## src/rtl/seq_detect_pkg.sv

```systemverilog
// Shared defaults and helpers for the programmable serial pattern detector.
package seq_detect_pkg;

  localparam int DEF_MAX_LEN   = 8;
  localparam int DEF_CNT_W     = 16;
  localparam int DEF_RESET_LEN = 4;

  // Saturation value of the default-width match counter.
  localparam logic [DEF_CNT_W-1:0] DEF_CNT_MAX = '1;

  function automatic int len_width(input int max_len);
    return $clog2(max_len + 1);
  endfunction

endpackage

```

## src/rtl/seq_detect_param_sat_counter.sv

```systemverilog
// Saturating up-counter with synchronous clear; clear wins over increment.
module sat_counter #(
  parameter int CNT_W = 16
) (
  input  logic             clk,
  input  logic             rst,
  input  logic             inc,
  input  logic             clr,
  output logic [CNT_W-1:0] count
);

  localparam logic [CNT_W-1:0] CNT_MAX = '1;

  always_ff @(posedge clk or negedge rst) begin
    if (!rst) begin
      count <= '0;
    end else if (clr) begin
      count <= '0;
    end else if (inc && (count != CNT_MAX)) begin
      count <= count + CNT_W'(1);
    end
  end

endmodule

```

## src/rtl/seq_detect_param.sv

```systemverilog
// Runtime-programmable serial pattern detector (1..MAX_LEN bits) with
// overlap select, input qualification and a saturating match counter.
module seq_detect_param
  import seq_detect_pkg::*;
#(
  parameter int                 MAX_LEN       = DEF_MAX_LEN,
  parameter int                 LEN_W         = len_width(MAX_LEN),
  parameter int                 CNT_W         = DEF_CNT_W,
  parameter logic [MAX_LEN-1:0] RESET_PATTERN = MAX_LEN'(4'b1011),
  parameter int                 RESET_LEN     = DEF_RESET_LEN
) (
  input  logic               clk,
  input  logic               rst,
  input  logic               d,
  input  logic               d_valid,
  input  logic               cfg_load,
  input  logic [MAX_LEN-1:0] cfg_pattern,
  input  logic [LEN_W-1:0]   cfg_len,
  input  logic               cfg_overlap,
  input  logic               cnt_clr,
  output logic               z,
  output logic [CNT_W-1:0]   match_cnt,
  output logic               cfg_err
);

  logic [MAX_LEN-1:0] hist_q, hist_d;
  logic [LEN_W-1:0]   fill_q, fill_d;
  logic [MAX_LEN-1:0] pattern_q, pattern_d;
  logic [LEN_W-1:0]   len_q, len_d;
  logic               overlap_q, overlap_d;
  logic               z_q, z_d;
  logic               err_q, err_d;

  logic [MAX_LEN-1:0] nh;
  logic [LEN_W-1:0]   nf;
  logic [MAX_LEN-1:0] len_mask;
  logic               cfg_ok;
  logic               hit;

  // Selects the low len_q bits of history/pattern for comparison.
  always_comb begin
    len_mask = '0;
    for (int i = 0; i < MAX_LEN; i++) begin
      len_mask[i] = (LEN_W'(i) < len_q);
    end
  end

  assign nh     = {hist_q[MAX_LEN-2:0], d};
  assign nf     = (fill_q == LEN_W'(MAX_LEN)) ? fill_q : fill_q + LEN_W'(1);
  assign hit    = (nf >= len_q) && (((nh ^ pattern_q) & len_mask) == '0);
  assign cfg_ok = (cfg_len != '0) && (cfg_len <= LEN_W'(MAX_LEN));

  always_comb begin
    hist_d    = hist_q;
    fill_d    = fill_q;
    pattern_d = pattern_q;
    len_d     = len_q;
    overlap_d = overlap_q;
    z_d       = 1'b0;
    err_d     = 1'b0;

    if (cfg_load) begin
      if (cfg_ok) begin
        pattern_d = cfg_pattern;
        len_d     = cfg_len;
        overlap_d = cfg_overlap;
        hist_d    = '0;
        fill_d    = '0;
      end else begin
        err_d = 1'b1;
      end
    end else if (d_valid) begin
      hist_d = nh;
      z_d    = hit;
      // Non-overlapping mode restarts the fill so matched bits are not reused.
      fill_d = (hit && !overlap_q) ? '0 : nf;
    end
  end

  always_ff @(posedge clk or negedge rst) begin
    if (!rst) begin
      hist_q    <= '0;
      fill_q    <= '0;
      pattern_q <= RESET_PATTERN;
      len_q     <= LEN_W'(RESET_LEN);
      overlap_q <= 1'b1;
      z_q       <= 1'b0;
      err_q     <= 1'b0;
    end else begin
      hist_q    <= hist_d;
      fill_q    <= fill_d;
      pattern_q <= pattern_d;
      len_q     <= len_d;
      overlap_q <= overlap_d;
      z_q       <= z_d;
      err_q     <= err_d;
    end
  end

  assign z       = z_q;
  assign cfg_err = err_q;

  sat_counter #(
    .CNT_W(CNT_W)
  ) u_cnt (
    .clk  (clk),
    .rst  (rst),
    .inc  (z_d),
    .clr  (cnt_clr),
    .count(match_cnt)
  );

endmodule

```

## config.mk

```make
export PLATFORM = sky130hd
export DESIGN_NAME = seq_detect_param
export DESIGN_NICKNAME = d
export VERILOG_FILES = /design/src/rtl/seq_detect_pkg.sv /design/src/rtl/seq_detect_param_sat_counter.sv /design/src/rtl/seq_detect_param.sv
export SDC_FILE = /design/constraint.sdc
export NUM_CORES = 1
export LEC_CHECK = 0
export BUFFER_PORTS_ARGS = -buffer_cell sky130_fd_sc_hd__clkbuf_2
export CORE_ASPECT_RATIO = 1.2
export CORE_MARGIN = 2
export CORE_UTILIZATION = 56
export CTS_CLUSTER_SIZE = 14
export DETAILED_ROUTE_END_ITERATION = 12
export GPL_TIMING_DRIVEN = 0
export PLACE_DENSITY_LB_ADDON = 0.1
export RECOVER_POWER = 25
export SLEW_MARGIN = 25
export SYNTH_ARGS = -nofsm -noshare
export SYNTH_HDL_FRONTEND = slang
export SYNTH_SLANG_ARGS = --single-unit
```

## constraint.sdc

```tcl
create_clock -name clk -period 3.2 [get_ports clk]
set_clock_uncertainty 0.1 [all_clocks]
set_input_delay 0.96 -clock clk [delete_from_list [all_inputs] [get_ports clk]]
set_output_delay 0.96 -clock clk [all_outputs]
set_load 0.1 [all_outputs]
```

### Yosys cells after proc, flatten, opt, wreduce, memory -nomap -nowiden

Index checks and enable logic that the tools add are counted.

* bits in registers: 42
* input port bits: 19
* output and inout bits: 18
* word-level logic and storage cells: 50

* add/sub/neg operators: 2
* order comparisons: 10
* equal/unequal tests: 3
* mux-type cells: 14
* bitwise operators: 2
* reductions and logical operators: 11

Operators by type and width (count)
* 16-bit 2-to-1 mux: 2
* 7-bit 2-to-1 mux: 3
* 4-bit 2-to-1 mux: 5
* 16-bit by 1-bit adder with 16-bit output, second input constant: 1
* 3-bit by 4-bit less-than comparator with 1-bit output, first input constant: 4
* 16-bit inequality test, second input constant: 1
* 8-bit bitwise AND: 1
* 8-bit zero test: 1
* 1-bit by 4-bit less-than comparator with 1-bit output, first input constant: 2
* 2-bit by 4-bit less-than comparator with 1-bit output, first input constant: 2
* 8-bit bitwise XOR: 1
* 4-bit by 1-bit adder with 4-bit output, second input constant: 1
* 4-bit equality test, second input constant: 1
* 4-bit greater-or-equal comparator: 1
* 4-bit less-or-equal comparator, second input constant: 1
* 1-bit logical AND: 4
* 1-bit 2-to-1 mux: 4
* 2-bit AND reduction: 2
* 2-bit nonzero test: 2
* 4-bit nonzero test: 1
* 2-bit by 1-bit inequality test with 1-bit output, second input constant: 1
* 1-bit zero test: 1

### Longest topological paths before layout

Gate-level depths: netlist of the first run.

* depth after elaboration: 9
* mapped depth: 12

### Cells and area by module

Synthesis of the first run repeated with hierarchy kept, for this count alone.

* cells, all modules: 228
* area, all modules: 2378.5 um^2

By module, submodules not included
* seq_detect_param: instances 1, cells each 130, area an instance 1436.4 um^2, seq. area each 656.9 um^2
* sat_counter: instances 1, cells each 98, area an instance 942.2 um^2, seq. area each 400.4 um^2

### Worst setup path after synthesis of the first run

OpenSTA, ideal clock, no wires.

* kind: reg-to-reg
* start: register fill_q[0]
* end: register u_cnt.count[15]
* arrival time: 2.637 ns
* required time: 2.972 ns
* setup slack: 0.336 ns
* cell stages (with the launch flop): 13
* period minus slack after synthesis: 2.864 ns
* cell sequence: dfrtp_1 > inv_1 > ha_1 > nand2_1 > nor2_1 > xnor2_1 > ha_1 > nand2b_4 > a2111oi_1 > nor3_1 > nand3_1 > nor4_1 > mux2_1

* longest elaborated chain between the ends: 8

RTL lines
* from (decl): RTL line seq_detect_param.sv:27 `logic [LEN_W-1:0] fill_q, fill_d;`
* from (signal assigned): RTL line seq_detect_param.sv:91 `fill_q <= fill_d;`
* 4-bit by 1-bit adder with 4-bit output / 4-bit equality test (equally long branches): RTL line seq_detect_param.sv:49 `assign nf = (fill_q == LEN_W'(MAX_LEN)) ? fill_q : fill_q + LEN_W'(1);`
* 4-bit 2-to-1 mux (*): RTL line seq_detect_param.sv:49
* 4-bit greater-or-equal comparator (*): RTL line seq_detect_param.sv:50 `assign hit = (nf >= len_q) && (((nh ^ pattern_q) & len_mask) == '0);`
* 1-bit logical AND (*): RTL line seq_detect_param.sv:50
* 1-bit 2-to-1 mux (*): RTL line seq_detect_param.sv:72 `end else if (d_valid) begin`
* 1-bit 2-to-1 mux (*): RTL line seq_detect_param.sv:62 `if (cfg_load) begin`
* 1-bit logical AND (*): RTL line seq_detect_param_sat_counter.sv:19 `end else if (inc && (count != CNT_MAX)) begin`
* 2-bit nonzero test (no line) (*)
* to (signal assigned): RTL line seq_detect_param_sat_counter.sv:20 `count <= count + CNT_W'(1);`
* to (decl): RTL line seq_detect_param_sat_counter.sv:9 `output logic [CNT_W-1:0] count`

Mark *: on every way between the ends. The rest lies on a longest branch, timed or not.
A chain may end at the register's enable or synchronous reset.

### Worst setup path in the final report of the first run

* start: register fill_q[0]
* end: register u_cnt.count[11]

The elaborated chain is that of the path after synthesis.

==> flow_metrics.env, run 1 <==
export IMPL_cts_root_buf="clkbuf_8"
export IMPL_setup_worst_path_start="fill_q[0]"
export IMPL_layout_min_cycle_time_ps=3040
export IMPL_synth_distinct_cells=45
export IMPL_post_synth_fa_ha_maj_area_fraction=0.0378
export IMPL_gp_congestion=0.809
export IMPL_groute_layer_met2_usage=0.360
export IMPL_violated_checks="capacitance limit, slew limit"
export IMPL_clkPwrFrac=0.258
export IMPL_synth_area_leaders="dfrtp_1, mux2_1, dfstp_2"
export IMPL_grt_use_total=0.204
export IMPL_leakagePower_uw=0.00118
export IMPL_power_switching_uw=395
export IMPL_row_cnt=25
export IMPL_detail_route_wirelength_um=4430
export IMPL_syn_to_final_growth_pct=14.6
export IMPL_postCtsHoldBufs=0
export IMPL_p_per_area_nw_per_um2=479
export IMPL_cp_slowest_cell="a2111oi_2"
export IMPL_floorplan_io_pins=37
export IMPL_core_region_area_um2=3940
export IMPL_syn_area_per_cell_um2=10.5
export IMPL_max_cap_viol_count=1
export IMPL_path_delay_family="simple AND/OR/NAND/NOR gates"
export IMPL_critPathBufInv=1
export IMPL_n_fill_cell=348
export IMPL_tritoncts="done"
export IMPL_port_buffer_count=36
export IMPL_pwr_share_comb=0.245
export IMPL_netlist_area_leader_share=0.400
export IMPL_rr_startpoint="fill_q[0]"
export IMPL_remaining_drc_errors=0
export IMPL_synthXorXnorAreaFrac=0.0568
export IMPL_diodes_inserted=0
export IMPL_drt_first_pass_iters=4
export IMPL_yosys_warnings=0
export IMPL_synth_compound_gate_area_share=0.122
export IMPL_setup_repair_after_global_routing_missed_its_margin="yes"
export IMPL_critPathMaxStageDelay_ps=520
export IMPL_yosys_area_top_type="dfrtp_1"
export IMPL_gr_usage_met1=0.249
export IMPL_setup_worst_path_end_class="register"
export IMPL_timing_critical_path_fanout_max=8
export IMPL_worst_skew_pair_late_latency_ps=290
export IMPL_synth_ff_latch_count=42
export IMPL_power_share_switching=0.310
export IMPL_final_layout_size_suffix_gt1_frac=0.219
export IMPL_internal_power_uw=877
export IMPL_grt_max_degree=43
export IMPL_die_height_um=74.4
export IMPL_clk_pin_slew_ps=80
export IMPL_initial_utilization=0.587
export IMPL_pre_cts_ws_ps=-11.1
export IMPL_yosysSeqAreaShare=0.457
export IMPL_syn_nets=247
export IMPL_syn_inst=221
export IMPL_timing_setup_critical_path_class="register to register"
export IMPL_global_route_overflow_total=0
export IMPL_power_uw=1270
export IMPL_synthSimpleGateAreaFrac=0.217
export IMPL_dr_total_vias=1838
export IMPL_synth_top_family_by_area="simple AND/OR/NAND/NOR gates"
export IMPL_busiest_layer="met2"
export IMPL_synth_edff_count=0
export IMPL_routed_wire_length_per_instance_um=13.9
export IMPL_drtAntennaViolNets=0
export IMPL_final_stage_net_count=290
export IMPL_final_hold_violating_endpoints=0
export IMPL_synth_area_mux_share=0.0816
export IMPL_vias_per_cell=5.76
export IMPL_layout_commonest_cell="dfrtp_1"
export IMPL_setup_viol=0
export IMPL_dp_hpwl_um=3260
export IMPL_crit_path_start_kind="register"
export IMPL_grt_pass1_vias=1693
export IMPL_crit_required_ps=3280
export IMPL_relSlewSlack=-0.448
export IMPL_cts_max_level=2
export IMPL_power_frac_seq=0.497
export IMPL_violation_count_after_the_first_detailed_route_iteration=90
export IMPL_cts_sinks=42
export IMPL_ys_dominant_reg_cell="dfrtp_1"
export IMPL_most_common_layout_cells="dfrtp_1, clkbuf_2, nand2_1, nand3_1, mux2_1"
export IMPL_max_transition_viols_final=43
export IMPL_clk_path_buf_depth=2
export IMPL_largest_voltage_drop_on_the_vdd_net_uv=408
export IMPL_globalRouteMet3Util=0.0318
export IMPL_cts_buffer_count=5
export IMPL_post_synth_instance_area_um2=2310
export IMPL_worst_endpoint_arrival_ps=3120
export IMPL_initial_antenna_violation_count=0
export IMPL_min_delay_path_class="register to register"
export IMPL_chip_width_um=62.7
export IMPL_first_pass_grt_wire_length_um=7470
export IMPL_async_flop_share=1.00
export IMPL_outcome="finished with violations"
export IMPL_hold_path_startpoint="hist_q[0]"
export IMPL_die_area_um2=4670
export IMPL_final_cycle_utilization_of_the_critical_path=0.950
export IMPL_final_setup_worst_slack_ps=159
export IMPL_tightestPinTransition_ps=2170
export IMPL_cts_post_setup_buffers_inserted=0
export IMPL_clock_fmax_ghz=0.329
export IMPL_critical_path_cell_chain="inv_1, ha_1, nand2_1, nor2_1, xnor2_1, ha_1, nand2b_4, a2111oi_2, nor3_1, nand3_1, nor3_1, mux2_1"
cell usage after synthesis, types with 2 or more instances:
master and instances:
a2111oi_4 2, a211oi_1 2, a21oi_1 10, a32o_1 3, and3_1 2, clkbuf_1 3, dfrtp_1 37, dfstp_2 5
ha_1 7, inv_1 7, mux2_1 15, mux2i_1 2, nand2_1 25, nand2b_1 2, nand3_1 16, nand4_1 4
nor2_1 14, nor2b_1 7, nor3_1 5, nor4_1 3, o21a_1 2, o21ai_1 4, o22ai_1 2, o31ai_1 3
or3_1 3, or4_1 4, xnor2_1 10, xor2_1 5
layer usage:
| layer | part of all wire | up-vias |
|---|---|---|
| li1 | - | 883 |
| met1 | 0.43 | 903 |
| met2 | 0.51 | 43 |
| met3 | 0.035 | 9 |
| met4 | 0.021 | 0 |
| met5 | 0 | - |
final cells by class:
class	count	area, µm²	area share
plain buffers	6	37.5	0.0142
multi-input cells	166	1200	0.454
flip-flops and latches	42	1060	0.399
well taps	54	67.6	0.0255
repair buffers	36	179	0.0675
clock buffers	8	80.1	0.0302
inverters	7	26.3	0.00991
power groups by stage:
stage	Sequential (µW)	Combinational, µW	Clock [µW]
6_report	632	312	328
5_1_grt	638	349	356
4_1_cts	632	316	339
3_5_place_dp	643	304	0
3_3_place_gp	641	297	0
2_1_floorplan	646	221	0
timing repair:
action | CTS | global route
resized for setup | 1 | 1
hold endpoints to repair | 0 | 0
cloned | 0 | 0
endpoints found under the setup margin | 3 | 2
final timing paths:
path	end	slack [ps]	cells after the start
setup reg to reg	u_cnt.count[11]	160	12
max in group asynchronous	pattern_q[6]	550	1
hold reg to reg	hist_q[1]	410	2
setup / recovery	u_cnt.count[11]	160	12
hold / removal	hist_q[1]	410	2
min in group asynchronous	z	1190	1
state kept, by name, summed over array words and instances (netlist names):
name	flops
z	1
pattern_q	8
cfg_err	1
u_cnt.count	16
len_q	4
overlap_q	1
hist_q	7
fill_q	4
kinds of logic after synthesis:
group | Yosys count
xor gates and xnor gates | 15
buffers and inverters | 13
adders and majority gates | 7
AOI/OAI and AO/OA | 34
and+or+nand+nor | 93
DFF | 42
muxes | 17
worst reg2reg max path: stages (launching register included):
cell	delay (ps)
dfrtp_1	410
inv_1	90
ha_1	200
nand2_1	80
nor2_1	50
xnor2_1	200
ha_1	270
nand2b_4	140
a2111oi_2	520
nor3_1	110
nand3_1	310
nor3_1	120
mux2_1	320
per-stage QoR:
stage | utilization | std cells | hold WS, ps | setup TNS, ps | instance area (µm²)
floorplan | - | 221 | 380 | 0 | 2310
global placement | 0.650 | 311 | 395 | 0 | 2560
detailed placement | 0.651 | 311 | 404 | -22.4 | 2560
CTS | 0.672 | 319 | 422 | 0 | 2650
global route | 0.673 | 319 | 445 | -38.1 | 2650
finish | 0.673 | 319 | 414 | 0 | 2650
(Power assumes the default switching activity.)
==> inputs of run 2 (changes only) <==
Settings changed: CORE_UTILIZATION 56 to 30.
==> run 2 against run 1 <==
- fmax increased by 3.1%
- sequential share of layout area decreased by 0.74 points
- critical endpoint is now u_cnt.count[15]
- hold slack improved by 8.4 ps
- critical path depth unchanged
- the run now ends clean
- wire length increased by 19%
- largest cell class unchanged
==> flow_metrics.env, run 2 (same netlist as run 1, synthesis figures left out) <==
export IMPL_outcome="finished, final reports clean"
export IMPL_min_delay_path_class="register to register"
export IMPL_tritoncts="done"
export IMPL_die_area_um2=8440
export IMPL_setup_worst_path_end_class="register"
export IMPL_cts_sinks=42
export IMPL_leakagePower_uw=0.00119
export IMPL_cp_slowest_cell="dfrtp_1"
export IMPL_syn_to_final_growth_pct=16.8
export IMPL_worst_skew_pair_late_latency_ps=300
export IMPL_relSlewSlack=0.266
export IMPL_largest_reg_flops=16
export IMPL_drt_first_pass_iters=4
export IMPL_path_delay_family="simple AND/OR/NAND/NOR gates"
export IMPL_die_height_um=100
export IMPL_endpoint_of_the_lowest_slack_register_to_register_path="u_cnt.count[15]"
export IMPL_detail_route_wirelength_um=5260
export IMPL_final_hold_violating_endpoints=0
export IMPL_totalNegativeSetupSlack_ps=0
export IMPL_crit_required_ps=3290
export IMPL_postCtsHoldBufs=0
export IMPL_cts_max_level=2
export IMPL_max_cap_viol_count=0
export IMPL_p_per_area_nw_per_um2=478
export IMPL_chip_width_um=84.2
export IMPL_tightestPinTransition_ps=1100
export IMPL_dr_total_vias=1769
export IMPL_most_common_layout_cells="dfrtp_1, clkbuf_2, nand2_1, nand3_1, mux2_1"
export IMPL_core_region_area_um2=7580
export IMPL_critPathMaxStageDelay_ps=410
export IMPL_whs_ps=422
export IMPL_final_stage_net_count=290
export IMPL_diodes_inserted=0
export IMPL_initial_utilization=0.306
export IMPL_number_of_gates_on_the_worst_path_with_buffers_counted=12
export IMPL_vias_per_cell=4.96
export IMPL_cts_post_setup_buffers_inserted=0
export IMPL_crit_path_start_kind="register"
export IMPL_grt_use_total=0.132
export IMPL_timing_setup_critical_path_class="register to register"
export IMPL_reg2regPathDepth=12
export IMPL_final_cycle_utilization_of_the_critical_path=0.921
export IMPL_cts_buffer_count=5
export IMPL_setup_repair_after_global_routing_missed_its_margin="no"
export IMPL_gp_congestion=0.729
export IMPL_floorplan_io_pins=37
export IMPL_reg2reg_slack_ps=250
export IMPL_critical_path_endpoint="u_cnt.count[15]"
export IMPL_layout_min_cycle_time_ps=2950
export IMPL_largest_voltage_drop_on_the_vdd_net_uv=171
export IMPL_first_pass_grt_wire_length_um=8740
export IMPL_setup_worst_path_start="fill_q[0]"
export IMPL_violation_count_after_the_first_detailed_route_iteration=72
export IMPL_worst_endpoint_arrival_ps=3030
export IMPL_clk_path_buf_depth=2
export IMPL_clk_pin_slew_ps=80
export IMPL_biggest_register="u_cnt.count"
export IMPL_clock_fmax_ghz=0.339
export IMPL_rr_startpoint="fill_q[0]"
export IMPL_critical_path_cell_chain="inv_1, ha_1, nand2_1, nand2_1, mux2i_1, ha_1, o21a_1, o22ai_1, nor3_1, nand3_2, nor4_1, mux2_1"
export IMPL_setup_viol=0
export IMPL_drtAntennaViolNets=0
export IMPL_cts_root_buf="clkbuf_8"
export IMPL_final_layout_size_suffix_gt1_frac=0.230
export IMPL_critPathBufInv=1
export IMPL_layout_commonest_cell="dfrtp_1"
export IMPL_row_cnt=35
export IMPL_port_buffer_count=36
export IMPL_timing_critical_path_fanout_max=8
export IMPL_initial_antenna_violation_count=0
export IMPL_grt_pass1_vias=1722
export IMPL_max_transition_viols_final=0
export IMPL_remaining_drc_errors=0
export IMPL_dp_hpwl_um=3860
export IMPL_routed_wire_length_per_instance_um=14.7
export IMPL_reg_largest_list="u_cnt.count x16, pattern_q x8, hist_q x7"
export IMPL_grt_max_degree=43
export IMPL_global_route_overflow_total=0
export IMPL_finish_utilization=0.357
## run 2: through the flow
step | std cells | power [µW] | area [µm²] | worst slack, ps
after floorplan | 221 | 867 | 2310 | 336
after global placement | 349 | 952 | 2610 | -56.6
after detailed placement | 349 | 955 | 2610 | -31.1
after CTS | 357 | 1310 | 2700 | 148
after global routing | 357 | 1370 | 2700 | 21.1
final | 357 | 1290 | 2700 | 252
## run 2: worst reg2reg max path: cells and delay by family (launching register included)
kind                     cells  cell delay (ps)
flip-flops                   1              410
AND/OR/NAND/NOR              5              980
buffers and inverters        1               90
multiplexers                 2              570
adder cells (fa/ha/maj)      2              430
AO/OA/AOI/OAI                2              270
## run 2: layer usage
metal  track usage  vias up  wire [µm]
li1              -      883          -
met3        0.0255        5        195
met2         0.230       33       2640
met1         0.161      848       2360
met4        0.0484        0         61
met5             0        -          0
## run 2: cell type report
class	count	area, µm²
fillers	796	4870
inverters	7	26.3
clock buffers	6	72.6
clock inverters	2	10.0
repair buffers	36	180
multi-input cells	166	1200
flip-flops and latches	42	1060
plain buffers	6	37.5
well taps	92	115
## run 2: power by group
group | internal, µW | switching [µW]
Clock | 152 | 187
Combinational | 138 | 181
Sequential | 584 | 47.8
Total | 874 | 417
## run 2: worst min path at each step
stage | start | to | slack, ps | depth (start not counted)
after detailed placement | hist_q[4] | hist_q[5] | 400 | 2
after global placement | hist_q[4] | hist_q[5] | 400 | 2
after CTS | hist_q[3] | hist_q[4] | 420 | 2
final | hist_q[3] | hist_q[4] | 420 | 2
after global routing | pattern_q[5] | pattern_q[5] | 450 | 1
after floorplan | hist_q[2] | hist_q[3] | 380 | 2
## run 2: what timing repair did
item | CTS | global route
hold endpoints to repair | 0 | 0
setup endpoints to repair | 3 | 3
gates resized for setup | 1 | 1
==> inputs of run 3 (changes only) <==
Settings changed: RECOVER_POWER 25 to unset.
==> run 3 against run 2 <==
- setup slack is the same
- combinational power about the same
- clock power hardly changed
- via count unchanged
- fmax stayed put
- final cell count unchanged
- global-route usage is the same
- wire length stayed put
- count of clock-buffer cells in the layout unchanged
- critical path type unchanged
==> flow_metrics.env, run 3 (same netlist as run 1, synthesis figures left out) <==
export IMPL_crit_required_ps=3290
export IMPL_grt_use_total=0.132
export IMPL_hold_path_startpoint="hist_q[3]"
export IMPL_layout_commonest_cell="dfrtp_1"
export IMPL_clkPwrFrac=0.263
export IMPL_leakagePower_uw=0.00119
export IMPL_chip_width_um=84.2
export IMPL_layout_min_cycle_time_ps=2950
export IMPL_final_setup_worst_slack_ps=252
export IMPL_tritoncts="done"
export IMPL_row_cnt=35
export IMPL_routed_wire_length_per_instance_um=14.7
export IMPL_placedInstanceArea_um2=2610
export IMPL_internal_power_uw=874
export IMPL_initial_antenna_violation_count=0
export IMPL_max_cap_viol_count=0
export IMPL_dr_total_vias=1769
export IMPL_setup_repair_after_global_routing_missed_its_margin="no"
export IMPL_pwr_share_comb=0.248
export IMPL_most_common_layout_cells="dfrtp_1, clkbuf_2, nand2_1, nand3_1, mux2_1"
export IMPL_first_pass_grt_wire_length_um=8740
export IMPL_tightestPinTransition_ps=609
export IMPL_design_area_um2=2710
export IMPL_largest_voltage_drop_on_the_vdd_net_uv=171
export IMPL_timing_critical_path_fanout_max=8
export IMPL_clock_fmax_ghz=0.339
export IMPL_max_transition_viols_final=0
export IMPL_core_region_area_um2=7580
export IMPL_relSlewSlack=0.594
export IMPL_final_layout_size_suffix_gt1_frac=0.230
export IMPL_worst_skew_pair_late_latency_ps=300
export IMPL_largest_reg_flops=16
export IMPL_reg_largest_list="u_cnt.count x16, pattern_q x8, hist_q x7"
export IMPL_p_per_area_nw_per_um2=477
export IMPL_cts_max_level=2
export IMPL_syn_to_final_growth_pct=16.9
export IMPL_clk_pin_slew_ps=80
export IMPL_worst_endpoint_arrival_ps=3030
export IMPL_crit_path_start_kind="register"
export IMPL_grt_max_degree=43
export IMPL_cts_sinks=42
export IMPL_setup_worst_path_start="fill_q[0]"
export IMPL_outcome="finished, final reports clean"
export IMPL_cts_root_buf="clkbuf_8"
export IMPL_floorplan_io_pins=37
export IMPL_clk_path_buf_depth=2
export IMPL_rr_startpoint="fill_q[0]"
export IMPL_min_delay_path_class="register to register"
export IMPL_initial_utilization=0.306
export IMPL_diodes_inserted=0
export IMPL_pre_cts_ws_ps=-31.1
export IMPL_biggest_register="u_cnt.count"
export IMPL_global_route_overflow_total=0
export IMPL_gp_congestion=0.729
export IMPL_violation_count_after_the_first_detailed_route_iteration=72
export IMPL_drtAntennaViolNets=0
export IMPL_power_switching_uw=417
export IMPL_die_height_um=100
export IMPL_port_buffer_count=36
export IMPL_remaining_drc_errors=0
export IMPL_cts_post_setup_buffers_inserted=0
export IMPL_final_cycle_utilization_of_the_critical_path=0.921
export IMPL_dp_hpwl_um=3860
export IMPL_cts_buffer_count=5
export IMPL_power_frac_seq=0.489
export IMPL_detail_route_wirelength_um=5260
export IMPL_setup_viol=0
export IMPL_n_fill_cell=795
export IMPL_vias_per_cell=4.96
export IMPL_setup_worst_path_end_class="register"
export IMPL_timing_setup_critical_path_class="register to register"
export IMPL_power_share_switching=0.323
export IMPL_drt_first_pass_iters=4
export IMPL_final_stage_net_count=290
export IMPL_power_uw=1290
export IMPL_final_hold_violating_endpoints=0
export IMPL_grt_pass1_vias=1722
export IMPL_die_area_um2=8440
==> run 3: routing by layer <==
metal	global-route usage	wire length, µm
met4	0.0484	61
met2	0.230	2640
met5	0	0
met3	0.0255	195
met1	0.161	2360
==> run 3: worst max-delay path, cell delays in order, from the launching register on <==
cell     delay, ps
dfrtp_1        410
inv_1           90
ha_1           190
nand2_1         80
nand2_1         50
mux2i_1        220
ha_1           240
o21a_1         130
o22ai_1        140
nor3_1         270
nand3_2        220
nor4_1         350
mux2_1         350
==> run 3: final timing paths <==
check,cells after the start,slack (ps),endpoint
worst max-delay path,12,250,u_cnt.count[15]
worst min-delay path,2,420,hist_q[4]
worst max register to register,12,250,u_cnt.count[15]
worst min register to register,2,420,hist_q[4]
max in group asynchronous,1,1990,fill_q[2]
min in group asynchronous,1,590,z
==> run 3: final cells by class <==
cell class,instances,area [µm²],area share
clock inverters,2,10.0,0.00370
plain buffers,6,37.5,0.0139
repair buffers,36,183,0.0675
clock buffers,6,72.6,0.0268
inverters,7,26.3,0.00971
well taps,92,115,0.0426
multi-input cells,166,1200,0.445
flip-flops and latches,42,1060,0.391
==> run 3: power by group through the flow <==
stage	Sequential, µW	Clock, µW	Combinational, µW
floorplan	646	0	221
global placement	643	0	309
detailed placement	643	0	312
CTS	633	358	323
global route	640	374	353
finish	632	339	320
==> run 3: through the flow <==
stage,util,instances,setup TNS (ps),hold slack (ps)
3_3_place_gp,0.345,349,-166,395
2_1_floorplan,-,221,0,380
3_5_place_dp,0.345,349,-87.0,400
5_1_grt,0.357,357,0,451
6_report,0.357,357,0,422
4_1_cts,0.356,357,0,423
==> run 3: what timing repair did <==
action / 4_1_cts / 5_1_grt
resized for setup: 1 / 1
setup endpoints to repair: 3 / 3
endpoints found under the hold margin: 0 / 0
hold buffers: 0 / 0
gates cloned: 0 / 0
